--- src/rtl/ps2_kbd_decoder.sv ---
// PS/2 keyboard receiver: oversampled frame capture, E0/F0 prefix folding, output FIFO.
// Optional PS2_KEY_BITMAP_EN adds a per-key down bitmap with a query port.
module ps2_kbd_decoder #(
    parameter int FIFO_AW        = 3,
    parameter int SYNC_STAGES    = 3,
    parameter int TIMEOUT_CYCLES = 50000
) (
    input  logic       clk,
    input  logic       reset,
    input  logic       ps2_clk,
    input  logic       ps2_data,
    output logic       out_valid,
    input  logic       out_ready,
    output logic [7:0] out_code,
    output logic       out_brk,
    output logic       out_ext,
    output logic       overflow,
    input  logic       clr_overflow,
    output logic [7:0] err_cnt,
    output logic       busy
`ifdef PS2_KEY_BITMAP_EN
    ,
    input  logic [7:0] query_code,
    input  logic       query_ext,
    output logic       key_down
`endif
);

    localparam int DEPTH = 1 << FIFO_AW;
    localparam int TO_W  = $clog2(TIMEOUT_CYCLES + 1);
    localparam logic [TO_W-1:0]    TO_LIMIT = TO_W'(TIMEOUT_CYCLES);
    localparam logic [FIFO_AW:0]   FULL_CNT = (FIFO_AW + 1)'(DEPTH);
    localparam logic [3:0]         BIT_STOP = 4'd10;

    logic [SYNC_STAGES-1:0] clk_sync;
    logic [SYNC_STAGES-1:0] data_sync;
    logic                   sample;
    logic                   bit_in;

    logic [3:0]             bit_cnt;
    logic [9:0]             frame_buf;
    logic                   frame_done;
    logic                   frame_ok;
    logic                   frame_err;
    logic [7:0]             rx_byte;

    logic [TO_W-1:0]        to_cnt;
    logic                   timeout_hit;

    logic                   ext_flag;
    logic                   brk_flag;
    logic                   key_event;

    logic [9:0]             mem [DEPTH];
    logic [FIFO_AW-1:0]     wptr;
    logic [FIFO_AW-1:0]     rptr;
    logic [FIFO_AW:0]       count;
    logic                   full;
    logic                   do_pop;
    logic                   push_ok;

    // Index 0 is the newest sample; the top stage is the oldest.
    always_ff @(posedge clk) begin
        if (reset) begin
            clk_sync  <= '1;
            data_sync <= '1;
        end else begin
            clk_sync  <= {clk_sync[SYNC_STAGES-2:0], ps2_clk};
            data_sync <= {data_sync[SYNC_STAGES-2:0], ps2_data};
        end
    end

    assign sample = clk_sync[SYNC_STAGES-1] & ~clk_sync[SYNC_STAGES-2];
    assign bit_in = data_sync[SYNC_STAGES-1];

    assign busy       = (bit_cnt != 4'd0);
    assign frame_done = sample && (bit_cnt == BIT_STOP);
    assign frame_ok   = frame_done && !frame_buf[0] && bit_in && (^frame_buf[9:1]);
    assign frame_err  = frame_done && !frame_ok;
    assign rx_byte    = frame_buf[8:1];

    always_ff @(posedge clk) begin
        if (reset) begin
            bit_cnt <= 4'd0;
        end else if (sample) begin
            if (bit_cnt == BIT_STOP) begin
                bit_cnt <= 4'd0;
            end else begin
                bit_cnt <= bit_cnt + 4'd1;
            end
        end else if (timeout_hit) begin
            bit_cnt <= 4'd0;
        end
    end

    always_ff @(posedge clk) begin
        if (sample && (bit_cnt != BIT_STOP)) begin
            frame_buf[bit_cnt] <= bit_in;
        end
    end

    assign timeout_hit = busy && !sample && (to_cnt == TO_LIMIT);

    always_ff @(posedge clk) begin
        if (reset || sample || !busy || timeout_hit) begin
            to_cnt <= '0;
        end else begin
            to_cnt <= to_cnt + 1'b1;
        end
    end

    always_ff @(posedge clk) begin
        if (reset) begin
            err_cnt <= 8'd0;
        end else if ((frame_err || timeout_hit) && (err_cnt != 8'hFF)) begin
            err_cnt <= err_cnt + 8'd1;
        end
    end

    assign key_event = frame_ok && (rx_byte != 8'hE0) && (rx_byte != 8'hF0);

    // Flags clear on every key event, even one the FIFO has to drop.
    always_ff @(posedge clk) begin
        if (reset) begin
            ext_flag <= 1'b0;
            brk_flag <= 1'b0;
        end else if (frame_ok) begin
            if (rx_byte == 8'hE0) begin
                ext_flag <= 1'b1;
            end else if (rx_byte == 8'hF0) begin
                brk_flag <= 1'b1;
            end else begin
                ext_flag <= 1'b0;
                brk_flag <= 1'b0;
            end
        end
    end

    assign out_valid = (count != '0);
    assign full      = (count == FULL_CNT);
    assign do_pop    = out_valid && out_ready;
    assign push_ok   = key_event && (!full || do_pop);

    always_ff @(posedge clk) begin
        if (push_ok) begin
            mem[wptr] <= {ext_flag, brk_flag, rx_byte};
        end
    end

    always_ff @(posedge clk) begin
        if (reset) begin
            wptr  <= '0;
            rptr  <= '0;
            count <= '0;
        end else begin
            if (push_ok) begin
                wptr <= wptr + 1'b1;
            end
            if (do_pop) begin
                rptr <= rptr + 1'b1;
            end
            if (push_ok && !do_pop) begin
                count <= count + 1'b1;
            end else if (do_pop && !push_ok) begin
                count <= count - 1'b1;
            end
        end
    end

    // A new drop outranks a same-cycle clear.
    always_ff @(posedge clk) begin
        if (reset) begin
            overflow <= 1'b0;
        end else if (key_event && full && !do_pop) begin
            overflow <= 1'b1;
        end else if (clr_overflow) begin
            overflow <= 1'b0;
        end
    end

    assign {out_ext, out_brk, out_code} = mem[rptr];

`ifdef PS2_KEY_BITMAP_EN
    logic [255:0] down_norm;
    logic [255:0] down_ext;

    always_ff @(posedge clk) begin
        if (reset) begin
            down_norm <= '0;
            down_ext  <= '0;
        end else if (key_event) begin
            if (ext_flag) begin
                down_ext[rx_byte] <= !brk_flag;
            end else begin
                down_norm[rx_byte] <= !brk_flag;
            end
        end
    end

    assign key_down = query_ext ? down_ext[query_code] : down_norm[query_code];
`endif

endmodule
--- config.mk ---
export PLATFORM = sky130hd
export DESIGN_NAME = ps2_kbd_decoder
export DESIGN_NICKNAME = d
export VERILOG_FILES = /design/src/rtl/ps2_kbd_decoder.sv
export SDC_FILE = /design/constraint.sdc
export NUM_CORES = 1
export LEC_CHECK = 0
export ABC_AREA = 1
export BUFFER_PORTS_ARGS = -buffer_cell sky130_fd_sc_hd__buf_2
export CORE_MARGIN = 2
export CORE_UTILIZATION = 45
export CTS_BUF_LIST = sky130_fd_sc_hd__clkbuf_8
export CTS_CLUSTER_SIZE = 30
export DETAILED_ROUTE_END_ITERATION = 10
export SETUP_SLACK_MARGIN = 0.15
export SYNTH_ARGS = -nofsm -noshare
export SYNTH_HDL_FRONTEND = slang
export SYNTH_SLANG_ARGS = --single-unit
--- constraint.sdc ---
create_clock -name clk -period 4.95 [get_ports clk]
set_input_delay 0.2475 -clock clk [delete_from_list [all_inputs] [get_ports clk]]
set_output_delay 0.2475 -clock clk [all_outputs]
set_load 0.05 [all_outputs]
==> run summary, run 1 <==
Global routing used 4.71% of the available met3 tracks. sky130_fd_sc_hd__edfxtp_1 takes more of the synthesized area than any other cell. The post-DP HPWL came out at 7500 microns. The sequential cell area fraction in the yosys report is 61.4%. The total global-route track usage is 17.5%. The count of nets left with antenna violations once routing finished came out at 0. The run finished with clean final reports. The share of the cycle needed by the critical path after routing is 62.2%.

Among cell families on the critical path, the largest total delay comes from simple AND/OR/NAND/NOR gates. Sorting the synthesized cells by area gives the leading types as sky130_fd_sc_hd__edfxtp_1 45%, sky130_fd_sc_hd__dfxtp_1 17%, sky130_fd_sc_hd__nor2_1 6.9%. The count of filler cells inserted in the layout is 1197. Clock-pin slew was measured on the worst setup and hold paths at 0.07 ns. The startpoint identified for the worst hold timing path is clr_overflow. The repair_antennas step left the layout with diodes totalling 0. The setup TNS is 0 ns.

The flip-flop and latch count after synthesis came out at 140. The number of cell rows is 42. The post-layout net count came out at 651. The initial core utilization came out at 45.9%. The normalized max-slew margin came out at 31.1%. The tightest hold path in the finished design has a slack of 0.0769 ns. The core region is 13100 sq um. After detailed routing, the total wire length is 11800 microns. The total of buffers placed on input and output ports is 26. The data arrival time of the critical path came out at 3.39 ns. The number of cells on the worst reg-to-reg path is 20. The mapped netlist covers 6030 sq um. The number of top-level design ports came out at 27. The first-pass iteration count of the detailed router came out at 4. The worst reg-to-reg setup slack is 1.87 ns. The capture instance of the worst register-to-register path is count[3]. The net count after synthesis is 619. In this run, placement finished with an instance count of 786. The slowest stage of the critical path is the sky130_fd_sc_hd__edfxtp_1 cell. The maximum achievable frequency is 0.325 GHz.

The vertical extent of the die is 120 microns. The pin count of the biggest net entering global routing came out at 42. The worst min-delay path endpoint is overflow. Clock tree synthesis selected as its root buffer the cell sky130_fd_sc_hd__clkbuf_8.

The biggest fanout along the worst timing path came out at 10. The maximum root-to-sink buffer count came out at 2. The ratio of routed vias to standard cells came out at 5.03.

The synthesized netlist cell count came out at 599. The layout-stage area growth over the synthesis result came out at 11.4%. The critical path crosses 20 cells after its start point. The count of yosys warnings during synthesis is 0. At the worst endpoint, the required time is 5.27 ns.

The maximum ir drop on the vdd rail came out at 0.000312 V. The longest individual stage delay on the worst path is 0.50 ns. The critical path class is register to register. The global-route wire length before repair is 19100 microns.

The met1 capacity usage during global routing is 23.2%. The count of distinct cell types in the synthesized netlist came out at 39. The depth of the CTS H-tree is 4. STA classifies the critical path startpoint as a register. In the final layout, the share of cells above drive strength 1 is 15.1%.

For the final database, setup skew stands at 0.00808 ns. The detailed router finished its first iteration with 222 violations. The average routed wire per standard cell is 14.4 microns. The area enclosed by the die boundary came out at 14300 sq um. The via count is 4123. The number of max-slew violations in the final report came out at 0. The type of the most critical hold path is input pin to register. TritonCTS built the clock tree. The via count of the first global-routing pass came out at 3745. The critical path goes through inv_1, ha_1, xnor2_1, inv_1, nand2_1, nand3_2, nor2_4, nand3_2, inv_2, ha_1, inv_1, ha_1, nand2_1, nand2_1, a21oi_1, nor2_1, nor2_1, nand2_1, o21ai_0, a21oi_1. The transition at the pin with the smallest max-transition slack is 1.03 ns.

The number of buffers and inverters on the critical path came out at 4. The count of endpoints failing hold in the final timing report came to 0. The average instance area after synthesis is 10.1 sq um. The routed design could run at a clock period as short as 3.08 ns. The share of Yosys cell area claimed by the top area cell type is 44.8%. The number of setup violations in the final report came out at 0. The met2 usage came out at 28.4%.

The worst register-to-register path begins at frame_buf[5]. The worst setup path is captured at a register. The worst setup timing slack at the placement stage is 1.88 ns. In the routed design, unresolved DRC markers number 0. The weighted congestion at the end of routability-driven global placement is 0.762. The initial antenna violation count is 0. The worst hold path cell count is 4. The overflow left after global routing came out at 0. The count of placed standard cells in the final layout, fillers left out came out at 819. Max-cap violations in this run came to 0. The number of buffers created by CTS came out at 17. The later pin in the worst-skew pair is clocked with a latency of 0.43 ns. The floorplan step set the die width to 120 microns. The power density over cell area is 443 nW/um^2. The most congested layer reported by global routing is met2. Setup repair after global routing left no endpoint under its margin. The standby leakage power is 0.00248 uW. The count of clock tree sinks came out at 140. The worst-case setup margin in the final layout came out at 1.87 ns. The cell that appears most often on the critical path is sky130_fd_sc_hd__nand2_1.
-- layout by cell type (no fill, tap or decap), types with 2 or more instances in the layout --
cell type / n
sky130_fd_sc_hd__o22ai_1: 10
sky130_fd_sc_hd__buf_2: 26
sky130_fd_sc_hd__dlygate4sd3_1: 2
sky130_fd_sc_hd__buf_4: 4
sky130_fd_sc_hd__clkinvlp_4: 4
sky130_fd_sc_hd__inv_1: 50
sky130_fd_sc_hd__a21oi_1: 26
sky130_fd_sc_hd__nor2_4: 5
sky130_fd_sc_hd__nor2_2: 6
sky130_fd_sc_hd__nor3_1: 8
sky130_fd_sc_hd__bufinv_16: 2
sky130_fd_sc_hd__dfxtp_1: 50
sky130_fd_sc_hd__or3_1: 2
sky130_fd_sc_hd__xor2_1: 10
sky130_fd_sc_hd__xnor2_1: 2
sky130_fd_sc_hd__o21ai_0: 50
sky130_fd_sc_hd__nand2_2: 4
sky130_fd_sc_hd__ha_1: 13
sky130_fd_sc_hd__clkinv_2: 4
sky130_fd_sc_hd__or2_2: 8
sky130_fd_sc_hd__nor3b_1: 4
sky130_fd_sc_hd__nor2_1: 111
sky130_fd_sc_hd__nand2_1: 66
sky130_fd_sc_hd__nand3_2: 4
sky130_fd_sc_hd__clkinv_1: 3
sky130_fd_sc_hd__inv_2: 6
sky130_fd_sc_hd__clkbuf_8: 17
sky130_fd_sc_hd__nand3_1: 24
sky130_fd_sc_hd__edfxtp_1: 90
sky130_fd_sc_hd__a31oi_1: 12
sky130_fd_sc_hd__nand4_1: 7
-- worst max-delay path by stage --
stage / startpoint / to / slack, ns
floorplan: count[1] / count[3] / 2.17
global placement: frame_buf[5] / count[3] / 1.97
detailed placement: frame_buf[5] / count[3] / 1.88
CTS: frame_buf[5] / count[3] / 1.85
global route: frame_buf[3] / count[3] / 1.50
finish: frame_buf[5] / count[3] / 1.87
-- tightest hold or removal path, cell delays in order --
cell	delay [ns]
sky130_fd_sc_hd__buf_2	0.08
sky130_fd_sc_hd__inv_1	0.03
sky130_fd_sc_hd__nand2_1	0.04
sky130_fd_sc_hd__a21oi_1	0.05
-- report_power, final --
part	switching [uW]	internal, uW	leakage, uW
logic	620	220	0.00107
clock network	414	436	0.000180
registers	23.5	1260	0.00123
total	1060	1920	0.00248
-- metrics by stage --
| step | instance area (sq um) | power [uW] | util [%] |
|---|---|---|---|
| floorplan | 6030 | 1960 | - |
| global placement | 6330 | 2140 | 48.2 |
| detailed placement | 6330 | 2150 | 48.2 |
| CTS | 6710 | 3010 | 51.1 |
| global route | 6710 | 3130 | 51.1 |
| finish | 6710 | 2980 | 51.1 |
-- state kept, by name, indices dropped and copies added, names as in the netlist, named ones only --
register,flops
wptr,3
overflow,1
count,4
bit_cnt,4
mem,80
ext_flag,1
err_cnt,8
brk_flag,1
frame_buf,10
rptr,3
to_cnt,16
data_sync,3
clk_sync,3
-- synthesized netlist by cell type --
cell type,number
sky130_fd_sc_hd__clkbuf_1,17
sky130_fd_sc_hd__o21a_1,1
sky130_fd_sc_hd__or3_1,2
sky130_fd_sc_hd__nand4_2,1
sky130_fd_sc_hd__edfxtp_1,90
sky130_fd_sc_hd__clkinv_1,1
sky130_fd_sc_hd__buf_6,1
sky130_fd_sc_hd__o21ai_0,50
sky130_fd_sc_hd__a21oi_1,26
sky130_fd_sc_hd__o21ai_1,1
sky130_fd_sc_hd__nor3_2,1
sky130_fd_sc_hd__buf_2,1
sky130_fd_sc_hd__xnor2_1,2
sky130_fd_sc_hd__nand2_1,66
sky130_fd_sc_hd__nor3_1,8
sky130_fd_sc_hd__nor2_2,6
sky130_fd_sc_hd__nand2_4,1
sky130_fd_sc_hd__dfxtp_1,50
sky130_fd_sc_hd__nor2_4,5
sky130_fd_sc_hd__nand2_2,4
sky130_fd_sc_hd__a21oi_2,1
sky130_fd_sc_hd__nand3_4,1
sky130_fd_sc_hd__nor3_4,1
sky130_fd_sc_hd__nand3_2,4
sky130_fd_sc_hd__inv_1,49
sky130_fd_sc_hd__o22ai_1,10
sky130_fd_sc_hd__or2_2,8
sky130_fd_sc_hd__nor3b_1,4
sky130_fd_sc_hd__and2_1,1
sky130_fd_sc_hd__a31oi_1,12
sky130_fd_sc_hd__ha_1,13
sky130_fd_sc_hd__xor2_1,10
sky130_fd_sc_hd__nand4_1,7
sky130_fd_sc_hd__nand3b_1,1
sky130_fd_sc_hd__nand3_1,24
sky130_fd_sc_hd__inv_2,6
sky130_fd_sc_hd__nor4_1,1
sky130_fd_sc_hd__nor2_1,111
sky130_fd_sc_hd__fa_1,1
-- cells by family (layout without fill, tap and decap cells) --
family	after synthesis	after routing	synth area share, %
compound gates	101	101	8.95
xor+xnor	12	12	1.74
fa+ha+maj	14	14	3.03
buf+inv	75	119	4.82
flops	140	140	61.4
simple gates	257	257	20.0
-- layer usage --
metal | wire (microns) | vias up
met5 | 0 | -
met4 | 40 | 0
met3 | 546 | 2
met2 | 5690 | 88
met1 | 5490 | 1936
li1 | - | 2097
-- cell type report --
| type | instances | area (sq um) | area share [%] |
|---|---|---|---|
| sequential | 140 | 3700 | 55.2 |
| inverter | 56 | 210 | 3.13 |
| clock inverter | 14 | 130 | 1.94 |
| clock buffer | 17 | 234 | 3.49 |
| multi-input combinational | 384 | 2030 | 30.3 |
| tap | 176 | 220 | 3.28 |
| timing repair buffer | 32 | 180 | 2.68 |
-- repair_timing --
item,4_1_cts,5_1_grt
hold buffers,2,0
endpoints found under the hold margin,2,0
setup buffers,0,0
resized for setup,0,0
Note: power is estimated with default switching activity, not from simulation.
==> inputs of run 2 (changes only) <==
Settings changed: ABC_AREA 1 to 0.
Clock period 4.95 ns to 2.9 ns, I/O delays scaled along.
==> run 2 against run 1 <==
Net effect:
- the flow now finishes with violations (setup timing)
- area after synthesis is 3.1% lower
- power is 59% higher
- register-to-register slack worse by 1.9 ns
- critical path depth is 8 lower
- critical endpoint unchanged
- clock-buffer cell count stayed put
- sequential share of layout area is 1.4 points lower
- routed wire length is 13% lower
==> run summary, run 2 <==
The flow ran to the end, but the final reports show violations. The final reports fail on setup timing. The total core area is 12600 sq um (-3.9%). In the synthesized netlist the dominant register cell turns out to be sky130_fd_sc_hd__edfxtp_1. In the final layout, the registers with the most flip-flops are mem x80, to_cnt x16, frame_buf x10. The initial core utilization came out at 46.3% (+0.39 points). The maximum achievable frequency was 0.342 GHz (+5.1%). The transition at the pin with the smallest max-transition slack is 0.679 ns (-0.351 ns). The average instance area after synthesis is 13.8 sq um (+37%).

The standby leakage power is 0.00239 uW (-3.9%). After synthesis, the cell types taking the most area are sky130_fd_sc_hd__edfxtp_1 46%, sky130_fd_sc_hd__dfxtp_1 17%, sky130_fd_sc_hd__mux4_2 7.7%. The worst reg-to-reg path cell count came out at 12 (-40%).

The post-detailed-routing wire length came out at 10300 microns (-13%). The number of flip-flops in the largest register is 80 (unchanged). The critical path in this run is classified as register to register.

The share of Yosys cell area claimed by the top area cell type came to 46.3% (+1.5 points). The total global-route track usage is 15.8% (-1.7 points). The via count of the first global-routing pass came to 3400 (-9.2%). The data arrival time of the critical path is 3.30 ns (-0.09 ns). The count of yosys warnings during synthesis was 0 (unchanged). The number of buffers created by CTS is 17 (unchanged). The maximum root-to-sink buffer count is 2 (unchanged). The worst-case setup margin in the final layout is -0.0265 ns (-1.90 ns). Among all stages on the critical path, the largest delay is contributed by sky130_fd_sc_hd__edfxtp_1.

The maximum ir drop on the vdd rail came out at 0.000288 V (-7.6%). The post-layout net count came out at 513 (-21%). The worst endpoint required time came out at 3.27 ns (-2.00 ns). The via count was 3431 (-17%). The critical path goes through ha_1, xnor3_1, xnor2_2, nor4_4, ha_2, inv_4, ha_4, a21o_1, a21oi_2, xnor2_1, or3_1, a21oi_1. The overflow left after global routing is 0 (unchanged).

The count of flip-flops with a built-in enable after synthesis is 90 (unchanged). The switching share of total power was 28.4% (-7.2 points). The area occupied by multi-input gates came out at 2070 sq um (+2.0%).

The startpoint of the worst register-to-register path is frame_buf[8]. The cell family contributing the most delay on the critical path is adder cells. Sorting the synthesized cells by how often they occur yields 90 x sky130_fd_sc_hd__edfxtp_1, 50 x sky130_fd_sc_hd__dfxtp_1, 49 x sky130_fd_sc_hd__nor2_1.

The number of buffers and inverters on the critical path is 1 (-3). The clock slew at the register clock pins of the worst setup and hold paths was 0.08 ns (about the same). The net count after synthesis came out at 443 (-28%).

The path with the worst hold slack has its endpoint at wptr[2]. The count of endpoints failing hold in the final timing report came to 0 (unchanged). The count of filler cells inserted in the layout is 1110 (-7.3%). The violation count after the first detailed-route iteration came to 182 (-18%). The weighted congestion at the end of routability-driven global placement came out at 0.762 (about the same). From synthesis to final layout, the design area changed by 18.0%.

Counting flops per register, the top entry is mem. The later-pin clock latency in the skew report came out at 0.44 ns (about the same). The average routed wire per standard cell is 15.1 microns (+5.3%). STA classifies the critical path startpoint as a register. The summed instance area of the synthesized netlist was 5840 sq um (-3.1%).

The number of cell rows is 41 (-2.4%). The number of max-slew violations in the final report is 0 (unchanged). The depth of the CTS H-tree is 4 (unchanged). The number of setup violations in the final report came out at 1 (+1). The cell-internal power is 3400 uW (+77%). The worst setup path is captured at a register.

The number of antenna-violating nets in the routed design is 0 (unchanged). The floorplan die width came to 118 microns (-1.5%). The worst hold path belongs to the class input pin to register.

The normalized max-slew margin is 54.7% (+24 points). The CTS tree is done. The met2 usage is 26.5% (-1.9 points). The met1 capacity usage during global routing came out at 19.6% (-3.6 points). The power dissipated by switching net loads is 1350 uW (+27%).

The post-DP HPWL was 6530 microns (-13%). The flip-flop and latch count after synthesis is 140 (unchanged). The vertical extent of the die came out at 118 microns (-1.5%).

The most numerous cell in the Yosys netlist is sky130_fd_sc_hd__edfxtp_1. The final antenna diode count came out at 0 (unchanged). The initial antenna violation count is 0 (unchanged).

The hold slack is 0.231 ns (+0.154 ns). The area enclosed by the die boundary is 13900 sq um (-3.0%). The ratio of routed vias to standard cells is 5.06 (+0.52%). The total of buffers placed on input and output ports is 26 (unchanged). The relative contribution of combinational cells to total power is 20.1% (-8.1 points). The final setup skew is 0.0115 ns (+0.00339 ns).

The fraction of layout instances using a drive strength above 1 came out at 29.2% (+14 points). The worst reg-to-reg setup slack came out at -0.03 ns (-1.90 ns). The async set-reset flop share out of synthesis is 0% (unchanged). The sequential cell area fraction in the yosys report came out at 63.4% (+2.0 points). In this run the critical register-to-register path is captured at count[3]. The met3 demand-to-capacity share in global routing came out at 4.17% (-0.54 points). The first-pass iteration count of the detailed router came to 4 (unchanged). The portion of total power attributed to sequential cells came out at 46.3% (+3.1 points). The overall power consumption is 4740 uW (+59%). met2 is the most crowded layer. The shortest period the worst path allows came out at 2.93 ns (-0.150 ns). The worst hold path cell count was 2 (-2). The number of top-level design ports came out at 27 (unchanged). The biggest fanout along the worst timing path is 3 (-7).

The share of power burned in the clock network was 33.6% (+5.0 points). The pin count of the biggest net entering global routing came to 41 (-2.4%). The count of clock tree sinks came out at 140 (unchanged). The global-route wire length before repair was 16900 microns (-12%). sky130_fd_sc_hd__edfxtp_1 takes more of the synthesized area than any other cell. Setup repair after global routing could not meet its margin everywhere.

The count of distinct cell types in the synthesized netlist came out at 45 (+15%). The cell sitting at the root of the clock tree is a sky130_fd_sc_hd__clkbuf_8. The worst hold path begins at reset. The library cells used most frequently in the layout, excluding fill and tap cells, are 90 x sky130_fd_sc_hd__edfxtp_1, 50 x sky130_fd_sc_hd__dfxtp_1, 49 x sky130_fd_sc_hd__nor2_1. The area of all sequential standard cells is 3700 sq um (unchanged). The share of the cycle needed by the critical path after routing came out at 101% (+39 points). The max-cap violation count is 0 (unchanged).

The longest individual stage delay on the worst path came to 0.39 ns (-0.11 ns). The number of DRC violations after detailed routing came out at 0 (unchanged). The library cell used most frequently in the layout, excluding fill and tap cells, is sky130_fd_sc_hd__edfxtp_1. The synthesized netlist cell count is 423 (-29%). The power density over cell area came out at 688 nW/um^2 (+55%).
-- run 2: cell count changes after synthesis, sizes merged, moves of 5 or more --
cell | before | now
a21oi | 27 | 15
a31oi | 12 | 1
clkbuf | 17 | 12
inv | 55 | 14
mux2 | 0 | 16
mux4 | 0 | 20
nand2 | 71 | 20
nand2b | 0 | 11
nand3 | 29 | 14
nor2 | 122 | 49
nor2b | 0 | 9
o21ai | 51 | 4
o22ai | 10 | 0
xnor2 | 2 | 13
-- run 2: worst max-delay path by stage --
| stage | startpoint | slack, ns | to | cells after the start |
|---|---|---|---|---|
| after global placement | frame_buf[6] | 0.04 | count[3] | 12 |
| final | frame_buf[8] | -0.03 | count[3] | 12 |
| after CTS | frame_buf[6] | 0.02 | count[3] | 12 |
| after detailed placement | frame_buf[6] | -0.03 | count[3] | 12 |
| after floorplan | frame_buf[6] | -0.10 | count[3] | 12 |
| after global routing | frame_buf[7] | -0.21 | count[3] | 12 |
-- run 2: power by group through the flow --
stage	registers, uW	logic, uW	clock network (uW)
2_1_floorplan	2230	796	0
3_3_place_gp	2240	952	0
3_5_place_dp	2240	956	0
4_1_cts	2190	964	1640
5_1_grt	2200	1040	1720
6_report	2190	953	1600
-- run 2: timing repair --
item / 4_1_cts / 5_1_grt
buffers inserted: 4 / 5
pin swaps: 1 / 10
hold endpoints to repair: 4 / 0
endpoints found under the setup margin: 1 / 2
cloned: 0 / 0
hold buffers: 4 / 0
gates resized for setup: 0 / 3
-- run 2: layer usage --
| metal | wire (microns) | vias up |
|---|---|---|
| li1 | - | 1698 |
| met1 | 4620 | 1671 |
| met2 | 5190 | 49 |
| met3 | 296 | 13 |
| met4 | 151 | 0 |
| met5 | 0 | - |
-- run 2: logic make-up after synthesis --
logic type	share of synthesized area [%]
flip-flops	63.4
buffers and inverters	1.86
AND/OR/NAND/NOR	13.0
AO/OA/AOI/OAI	3.41
adder cells (fa/ha/maj)	3.13
multiplexers	11.3
XOR/XNOR	3.84
-- run 2: area by class of cell --
type                            count  area share, %
Tap cell                          172           3.12
Multi-Input combinational cell    255           30.1
Clock buffer                       17           3.40
Clock inverter                     15           2.51
Inverter                           14          0.799
Timing Repair Buffer               65           6.29
Sequential cell                   140           53.8
-- run 2: stage by stage --
step | setup slack, ns | setup TNS (ns) | cells | instance area, sq um | utilization (%)
after floorplan | -0.105 | -0.105 | 423 | 5880 | -
after global placement | 0.0375 | 0 | 633 | 6370 | 50.5
after CTS | 0.0236 | 0 | 673 | 6850 | 54.2
after global routing | -0.215 | -0.272 | 678 | 6890 | 54.6
final | -0.0265 | -0.0265 | 678 | 6890 | 54.6
after detailed placement | -0.0330 | -0.0330 | 633 | 6370 | 50.5
